[src/rtl/rc5_pkg.sv]
// Shared RC5 definitions: magic constants, word-width helper and the
// key-schedule state encoding.
package rc5_pkg;

    localparam logic [15:0] P16 = 16'hB7E1;
    localparam logic [15:0] Q16 = 16'h9E37;
    localparam logic [31:0] P32 = 32'hB7E15163;
    localparam logic [31:0] Q32 = 32'h9E3779B9;
    localparam logic [63:0] P64 = 64'hB7E151628AED2A6B;
    localparam logic [63:0] Q64 = 64'h9E3779B97F4A7C15;

    typedef enum logic [1:0] {
        IDLE = 2'd0,
        INIT = 2'd1,
        MIX  = 2'd2,
        DONE = 2'd3
    } rc5_state_e;

    // Number of bits needed to express a rotate amount for a word of this width
    function automatic int f_lgw(input int width);
        int r;
        r = 0;
        for (int n = 0; n < 8; n++) begin
            if ((32'sd1 <<< n) < width) begin
                r = n + 1;
            end
        end
        return r;
    endfunction

endpackage

[src/rtl/rc5_key_mixer_if.sv]
// Control, key-load and S-table read bundle between the RC5 key mixer and
// its neighbours (packing stage in front, round datapath behind).
interface rc5_key_mixer_if #(
    parameter int w = 32,
    parameter int t = 26,
    parameter int c = 4
);
    logic                   start;
    logic [w-1:0]           pW;
    logic [w-1:0]           qW;
    logic [c*w-1:0]         l_in;
    logic                   busy;
    logic                   done;
    logic [$clog2(t)-1:0]   rd_addr;
    logic [w-1:0]           rd_data;

    modport master (
        output start, pW, qW, l_in, rd_addr,
        input  busy, done, rd_data
    );

    modport slave (
        input  start, pW, qW, l_in, rd_addr,
        output busy, done, rd_data
    );
endinterface

[src/rtl/rc5_rotl.sv]
// Combinational left rotate of a w-bit word by a $clog2(w)-bit amount.
module rc5_rotl #(
    parameter int w = 32
) (
    input  logic [w-1:0]         data,
    input  logic [$clog2(w)-1:0] amt,
    output logic [w-1:0]         result
);
    logic [2*w-1:0] dbl_s;

    // The upper half of the doubled, shifted word is the rotated word
    always_comb begin
        dbl_s  = {data, data} << amt;
        result = dbl_s[2*w-1:w];
    end
endmodule

[src/rtl/rc5_key_mixer.sv]
// RC5 key-expansion mixing stage: builds S from P/Q, mixes it with L for
// 3*max(t,c) iterations, then holds S for the round datapath.
module rc5_key_mixer
    import rc5_pkg::*;
#(
    parameter int w = 32,
    parameter int t = 26,
    parameter int c = 4
) (
    input  logic          clk,
    input  logic          rst,
    rc5_key_mixer_if.slave bus
);
    localparam int LGW = f_lgw(w);
    localparam int IW  = $clog2(t);
    localparam int JW  = (c > 1) ? $clog2(c) : 1;
    localparam int N   = 3 * ((t > c) ? t : c);
    localparam int KW  = $clog2(N);

    rc5_state_e      state_r;
    rc5_state_e      state_s;

    logic [w-1:0]    s_mem [t];
    logic [w-1:0]    l_mem [c];
    logic [w-1:0]    p_r;
    logic [w-1:0]    q_r;
    logic [w-1:0]    a_r;
    logic [w-1:0]    b_r;
    logic [IW-1:0]   i_r;
    logic [JW-1:0]   j_r;
    logic [KW-1:0]   k_r;
    logic            busy_r;
    logic            done_r;
    logic [w-1:0]    rd_data_r;

    logic            accept_s;
    logic            last_init_s;
    logic            last_mix_s;
    logic [IW-1:0]   prev_idx_s;
    logic [IW-1:0]   i_next_s;
    logic [JW-1:0]   j_next_s;
    logic [w-1:0]    init_word_s;
    logic [w-1:0]    s_sum_s;
    logic [w-1:0]    a_new_s;
    logic [w-1:0]    ab_sum_s;
    logic [w-1:0]    l_sum_s;
    logic [LGW-1:0]  amt_s;
    logic [w-1:0]    b_new_s;

    assign bus.busy    = busy_r;
    assign bus.done    = done_r;
    assign bus.rd_data = rd_data_r;

    rc5_rotl #(.w(w)) u_rotl_a (
        .data   (s_sum_s),
        .amt    (LGW'(3)),
        .result (a_new_s)
    );

    rc5_rotl #(.w(w)) u_rotl_b (
        .data   (l_sum_s),
        .amt    (amt_s),
        .result (b_new_s)
    );

    // Start acceptance, loop-end detection and index wrap (t, c need not be powers of 2)
    always_comb begin
        accept_s    = bus.start && ((state_r == IDLE) || (state_r == DONE));
        last_init_s = (i_r == IW'(t - 1));
        last_mix_s  = (k_r == KW'(N - 1));
        if (i_r == IW'(t - 1)) begin
            i_next_s = '0;
        end else begin
            i_next_s = i_r + IW'(1);
        end
        if (j_r == JW'(c - 1)) begin
            j_next_s = '0;
        end else begin
            j_next_s = j_r + JW'(1);
        end
        if (i_r == '0) begin
            prev_idx_s = '0;
        end else begin
            prev_idx_s = i_r - IW'(1);
        end
    end

    // INIT word: S[0] = P, otherwise the previous word plus Q
    always_comb begin
        if (i_r == '0) begin
            init_word_s = p_r;
        end else begin
            init_word_s = s_mem[prev_idx_s] + q_r;
        end
        s_sum_s = s_mem[i_r] + a_r + b_r;
    end

    // B-side operands depend on the freshly rotated A'
    always_comb begin
        ab_sum_s = a_new_s + b_r;
        l_sum_s  = l_mem[j_r] + ab_sum_s;
        amt_s    = ab_sum_s[LGW-1:0];
    end

    // Next-state logic
    always_comb begin
        state_s = state_r;
        case (state_r)
            IDLE: begin
                if (accept_s) state_s = INIT;
                else          state_s = IDLE;
            end
            INIT: begin
                if (last_init_s) state_s = MIX;
                else             state_s = INIT;
            end
            MIX: begin
                if (last_mix_s) state_s = DONE;
                else            state_s = MIX;
            end
            DONE: begin
                if (accept_s) state_s = INIT;
                else          state_s = DONE;
            end
            default: state_s = IDLE;
        endcase
    end

    // State register, key arrays, mix registers and status flags
    always_ff @(posedge clk or posedge rst) begin
        if (rst) begin
            state_r <= IDLE;
            p_r     <= '0;
            q_r     <= '0;
            a_r     <= '0;
            b_r     <= '0;
            i_r     <= '0;
            j_r     <= '0;
            k_r     <= '0;
            busy_r  <= 1'b0;
            done_r  <= 1'b0;
            for (int n = 0; n < t; n++) s_mem[n] <= '0;
            for (int n = 0; n < c; n++) l_mem[n] <= '0;
        end else begin
            state_r <= state_s;
            if (accept_s) begin
                for (int n = 0; n < c; n++) l_mem[n] <= bus.l_in[n*w +: w];
                p_r    <= bus.pW;
                q_r    <= bus.qW;
                i_r    <= '0;
                busy_r <= 1'b1;
                done_r <= 1'b0;
            end else begin
                // Status trails the state by one edge, so done rises at t+N+1
                busy_r <= (state_r == INIT) || (state_r == MIX);
                done_r <= (state_r == DONE);
                case (state_r)
                    INIT: begin
                        s_mem[i_r] <= init_word_s;
                        if (last_init_s) begin
                            a_r <= '0;
                            b_r <= '0;
                            i_r <= '0;
                            j_r <= '0;
                            k_r <= '0;
                        end else begin
                            i_r <= i_next_s;
                        end
                    end
                    MIX: begin
                        s_mem[i_r] <= a_new_s;
                        l_mem[j_r] <= b_new_s;
                        a_r        <= a_new_s;
                        b_r        <= b_new_s;
                        i_r        <= i_next_s;
                        j_r        <= j_next_s;
                        k_r        <= k_r + KW'(1);
                    end
                    default: begin
                        k_r <= k_r;
                    end
                endcase
            end
        end
    end

    // Registered S-table read port; out-of-range indices read as zero
    always_ff @(posedge clk or posedge rst) begin
        if (rst) begin
            rd_data_r <= '0;
        end else if ({1'b0, bus.rd_addr} < (IW + 1)'(t)) begin
            rd_data_r <= s_mem[bus.rd_addr];
        end else begin
            rd_data_r <= '0;
        end
    end

endmodule
[src/flat_wrapper.sv]
// flat-port wrapper written by rule: the top's interface ports become plain ports
module rc5_key_mixer_flat import rc5_pkg::*;
#(
    parameter int w = 32,
    parameter int t = 26,
    parameter int c = 4
)
  (clk, rst, bus_start, bus_pW, bus_qW, bus_l_in, bus_rd_addr, bus_busy, bus_done, bus_rd_data);
  rc5_key_mixer_if #(.w(w), .t(t), .c(c)) bus_i ();
  input  logic clk;
  input  logic rst;
  input wire logic [$bits(bus_i.start)-1:0] bus_start;
  input wire logic [$bits(bus_i.pW)-1:0] bus_pW;
  input wire logic [$bits(bus_i.qW)-1:0] bus_qW;
  input wire logic [$bits(bus_i.l_in)-1:0] bus_l_in;
  input wire logic [$bits(bus_i.rd_addr)-1:0] bus_rd_addr;
  output wire logic [$bits(bus_i.busy)-1:0] bus_busy;
  output wire logic [$bits(bus_i.done)-1:0] bus_done;
  output wire logic [$bits(bus_i.rd_data)-1:0] bus_rd_data;
  assign bus_i.start = bus_start;
  assign bus_i.pW = bus_pW;
  assign bus_i.qW = bus_qW;
  assign bus_i.l_in = bus_l_in;
  assign bus_i.rd_addr = bus_rd_addr;
  assign bus_busy = bus_i.busy;
  assign bus_done = bus_i.done;
  assign bus_rd_data = bus_i.rd_data;
  rc5_key_mixer #(.w(w), .t(t), .c(c)) u_core (.clk(clk), .rst(rst), .bus(bus_i));
endmodule
[config.mk]
export PLATFORM = sky130hd
export DESIGN_NAME = rc5_key_mixer_flat
export DESIGN_NICKNAME = d
export VERILOG_FILES = /design/src/rtl/rc5_pkg.sv /design/src/rtl/rc5_key_mixer_if.sv /design/src/rtl/rc5_rotl.sv /design/src/rtl/rc5_key_mixer.sv /design/src/flat_wrapper.sv
export SDC_FILE = /design/constraint.sdc
export NUM_CORES = 2
export LEC_CHECK = 0
export BUFFER_PORTS_ARGS = -buffer_cell sky130_fd_sc_hd__buf_2
export CORE_MARGIN = 4
export CORE_UTILIZATION = 36
export CTS_CLUSTER_SIZE = 25
export DETAILED_ROUTE_END_ITERATION = 16
export GPL_ROUTABILITY_DRIVEN = 0
export SYNTH_ARGS = -nofsm -noshare
export SYNTH_HDL_FRONTEND = slang
export SYNTH_SLANG_ARGS = --single-unit
[constraint.sdc]
create_clock -name clk -period 38.3 [get_ports clk]
set_clock_uncertainty 0.15 [all_clocks]
set_input_delay 7.66 -clock clk [delete_from_list [all_inputs] [get_ports clk]]
set_output_delay 7.66 -clock clk [all_outputs]
set_load 0.02 [all_outputs]
==> metrics.md <==
| Metric | Value |
|---|---|
| Pre-antenna DRT Iters | `9` |
| Largest net degree at the start of global routing | `~180` |
| Synth Flop Type | `dfrtp_1` |
| Vias | `approximately 68k` |
| Setup violators final | `0` |
| Net count, final | `a little over 8k` |
| Placed cells | `roughly 10k` |
| Synth top area share | `around two fifths` |
| Initial core utilization | `between 30% and 40%` |
| H-Tree Depth | `4` |
| Fraction of layout cells with a size suffix above 1 | `16.4%` |
| Post-Synth Adder-Cell Area | `~3.3%` |
| Drt drc | `0` |
| Syn_nets | `around 8.2k` |
| Setup TNS | `0 ns` |
| CP dominant cell by count | `a21oi_1` |
| Final hold vios | `0` |
| Worst setup SP type | `register` |
| Post-synthesis average cell area | `a little over 9 um2` |
| Status | `finished, violations left` |
| Row count | `between 150 and 200` |
| Antenna violations before repair | `34` |
| Post-synth EDFFs | `0` |
| Max cap viols | `1` |
| Tot GR Track Use | `between 20% and 30%` |
| CORE AREA | `around 200,000 um2` |
| Period minus WS final | `between 10 and 15 ns` |
| Initial drt markers | `~10k` |
| Max transition margin | `-0.910%` |
| Post-synthesis mux area share | `17.5%` |
| Die width | `459 um` |
| Hold Crit Endpoint | `u_core.k_r[6]$_DFFE_PP0P_` |
| Most common cell in the netlist | `nand2_1` |
| Final hold slack | `roughly 0.33 ns` |
| Post-Synth XOR/XNOR Area | `~1.4%` |
| Placed instance area | `slightly below 80,000 um2` |
| CP arrival | `roughly 15 ns` |
| Vias per cell | `around 6.5` |
| Leading area contributor after synthesis | `dfrtp_1` |
| Reg-to-reg critical path endpoint | `u_core.b_r[4]$_DFFE_PP0P_` |
| Port buffer count | `~230` |
| Fraction of registers with async set/reset | `100%` |
| Worst skew pair latency | `around 0.82 ns` |
| Global-route wire length before repair | `roughly 460 mm` |
| CTS Buf Count | `around 140` |
| Clock sinks | `1,138` |
| Buf/Inv on CP | `3` |
| Routed wire length | `about 320 mm` |
| Number of global-route vias before repair | `~65k` |
| Setup bufs post-CTS | `0` |
| Failing checks | `capacitance limit, slew limit` |
| CP required | `about 39 ns` |
| F_max | `slightly below 0.07 GHz` |
| Crit. End Element | `register` |
| Post-Synthesis Cells | `between 7k and 8k` |
| CTS root buf | `clkbuf_16` |
| Post-Synth Simple-Gate Area | `13.6%` |
| Routed Antenna Nets | `0` |
| CP top delay family | `compound AO/OA/AOI/OAI gates` |
| RR Startpoint | `u_core.i_r[0]$_DFFE_PP0P_` |
| CP max FO | `48` |
| Final HPWL DP | `roughly 200 mm` |
| Seq/Total Area, Yosys | `38.9%` |
| Worst Tran Pin Value | `1.51 ns` |
| Delay of the slowest critical-path stage | `around 1.1 ns` |
| WL/cell | `29.9 um` |
| Main combinational cell family by area after synthesis | `compound AO/OA/AOI/OAI gates` |
| Yosys warning count | `0` |
| I/O Pins | `between 200 and 250` |
| Clock transition at the registers of the reported paths | `roughly 0.060 ns` |
| Critical path type | `register to register` |
| Min-Delay Path Class | `register to register` |
| Total grt overflow | `0` |
| Post-synthesis register bit count | `1,138` |
| Area Overhead vs Synth | `11.4%` |
| Synth top area cells | `dfrtp_1, mux4_2, nand2_1` |
| Worst path slowest cell | `dfrtp_4` |
| Mapped cell area | `approximately 73,000 um2` |
| FF+latch area | `between 20,000 and 30,000 um2` |
| CTS tree | `yes` |
| R2R depth | `38` |
| Hold Buf Count CTS | `0` |
| R2r setup slk | `23.82 ns` |
| Final Cell Area | `~81,000 um2` |
| # fillers | `around 20k` |
| Post-CTS Resized | `0` |
| Yosys cell types | `90` |
| Synth cell count leaders | `nand2_1, dfrtp_1, o21ai_0, clkbuf_1, mux4_2` |
| Die H | `about 460 um` |
| Post-Layout Cell Count | `about 11k` |
| Hold Startpoint | `u_core.k_r[6]$_DFFE_PP0P_` |
| Hold depth | `1` |
| Fin crit share | `37.8%` |
| RSZ-0062 raised after global routing | `false` |
| Footprint of the multi-input gates | `around 42,000 um2` |
| Die area | `211,000 um2` |
| Max Slew Vio Count | `2` |
| Bufs on Longest Clock Path | `3` |
| Compound-Gate Fraction of Synth Area | `a little over a fifth` |
==> how the worst max path moves through the flow <==
stage | end | cells after the start | startpoint
floorplan | u_core.a_r[0]$_DFFE_PP0P_ | 1 | rst
global placement | u_core.b_r[1]$_DFFE_PP0P_ | 41 | u_core.i_r[0]$_DFFE_PP0P_
detailed placement | u_core.b_r[4]$_DFFE_PP0P_ | 38 | u_core.i_r[0]$_DFFE_PP0P_
CTS | u_core.b_r[1]$_DFFE_PP0P_ | 37 | u_core.i_r[0]$_DFFE_PP0P_
global route | u_core.l_mem[68]$_DFFE_PP0P_ | 38 | u_core.i_r[0]$_DFFE_PP0P_
finish | u_core.b_r[4]$_DFFE_PP0P_ | 38 | u_core.i_r[0]$_DFFE_PP0P_
==> per-stage QoR <==
| stage | setup WS [ns] | utilization [%] |
|---|---|---|
| after detailed placement | 24.44 | 38.1 |
| final | 23.82 | 40.3 |
| after global placement | 24.71 | 38.1 |
| after global routing | 22.79 | 40.3 |
| after floorplan | 14.78 | - |
| after CTS | 24.37 | 40.3 |
==> cell type report <==
| cell class | count | share of cell area (%) |
|---|---|---|
| Tap cell | 2672 | 4.10 |
| Multi-Input combinational cell | 5937 | 51.6 |
| Clock buffer | 203 | 4.96 |
| Sequential cell | 1138 | 35.0 |
| Antenna cell | 18 | 0.0553 |
| Clock inverter | 40 | 0.545 |
| Timing Repair Buffer | 418 | 3.25 |
| Inverter | 101 | 0.473 |
==> cell families after synthesis <==
| kind of cell | after synthesis |
|---|---|
| buffers and inverters | 789 |
| adders and majority gates | 173 |
| AOI/OAI and AO/OA | 2512 |
| muxes | 706 |
| DFF | 1138 |
| and+or+nand+nor | 2432 |
| xor gates and xnor gates | 114 |
==> layout by cell type, fill, tap and decap left out, drive strengths merged, types with 33 or more instances in the layout <==
cell	instances
nand2	1725
a221oi	75
mux4	451
a311oi	35
o31ai	93
o211ai	43
fa	35
and2	39
mux2	73
inv	104
a21o	48
xor2	33
nor2	303
xnor2	79
nor2b	52
o221ai	56
a211oi	83
nor3	49
o21ai	1047
a22oi	135
clkbuf	204
ha	138
o22ai	107
dfrtp	1138
mux2i	182
a21oi	413
buf	417
a31oi	130
nand3	137
==> state kept, by name (all words and copies together), names as in the netlist <==
signal and flops:
u_core.a_r 32, u_core.bus.done 1, u_core.i_r 5, u_core.k_r 7, u_core.q_r 32, u_core.s_mem 832
u_core.j_r 2, u_core.b_r 32, u_core.p_r 32, u_core.bus.rd_data 32, u_core.state_r 2, u_core.bus.busy 1
u_core.l_mem 128
==> routing by layer <==
layer	GRT usage (%)	up-vias	wire length, um
met5	0	-	160
met1	37.8	33400	119000
met4	17.1	24	21500
li1	-	28700	-
met2	42.7	4801	134000
met3	9.59	1015	41200
Power is left out: the tool's default activity adds up to more than one toggle a clock period on the data nets, which glitch-free logic cannot reach.
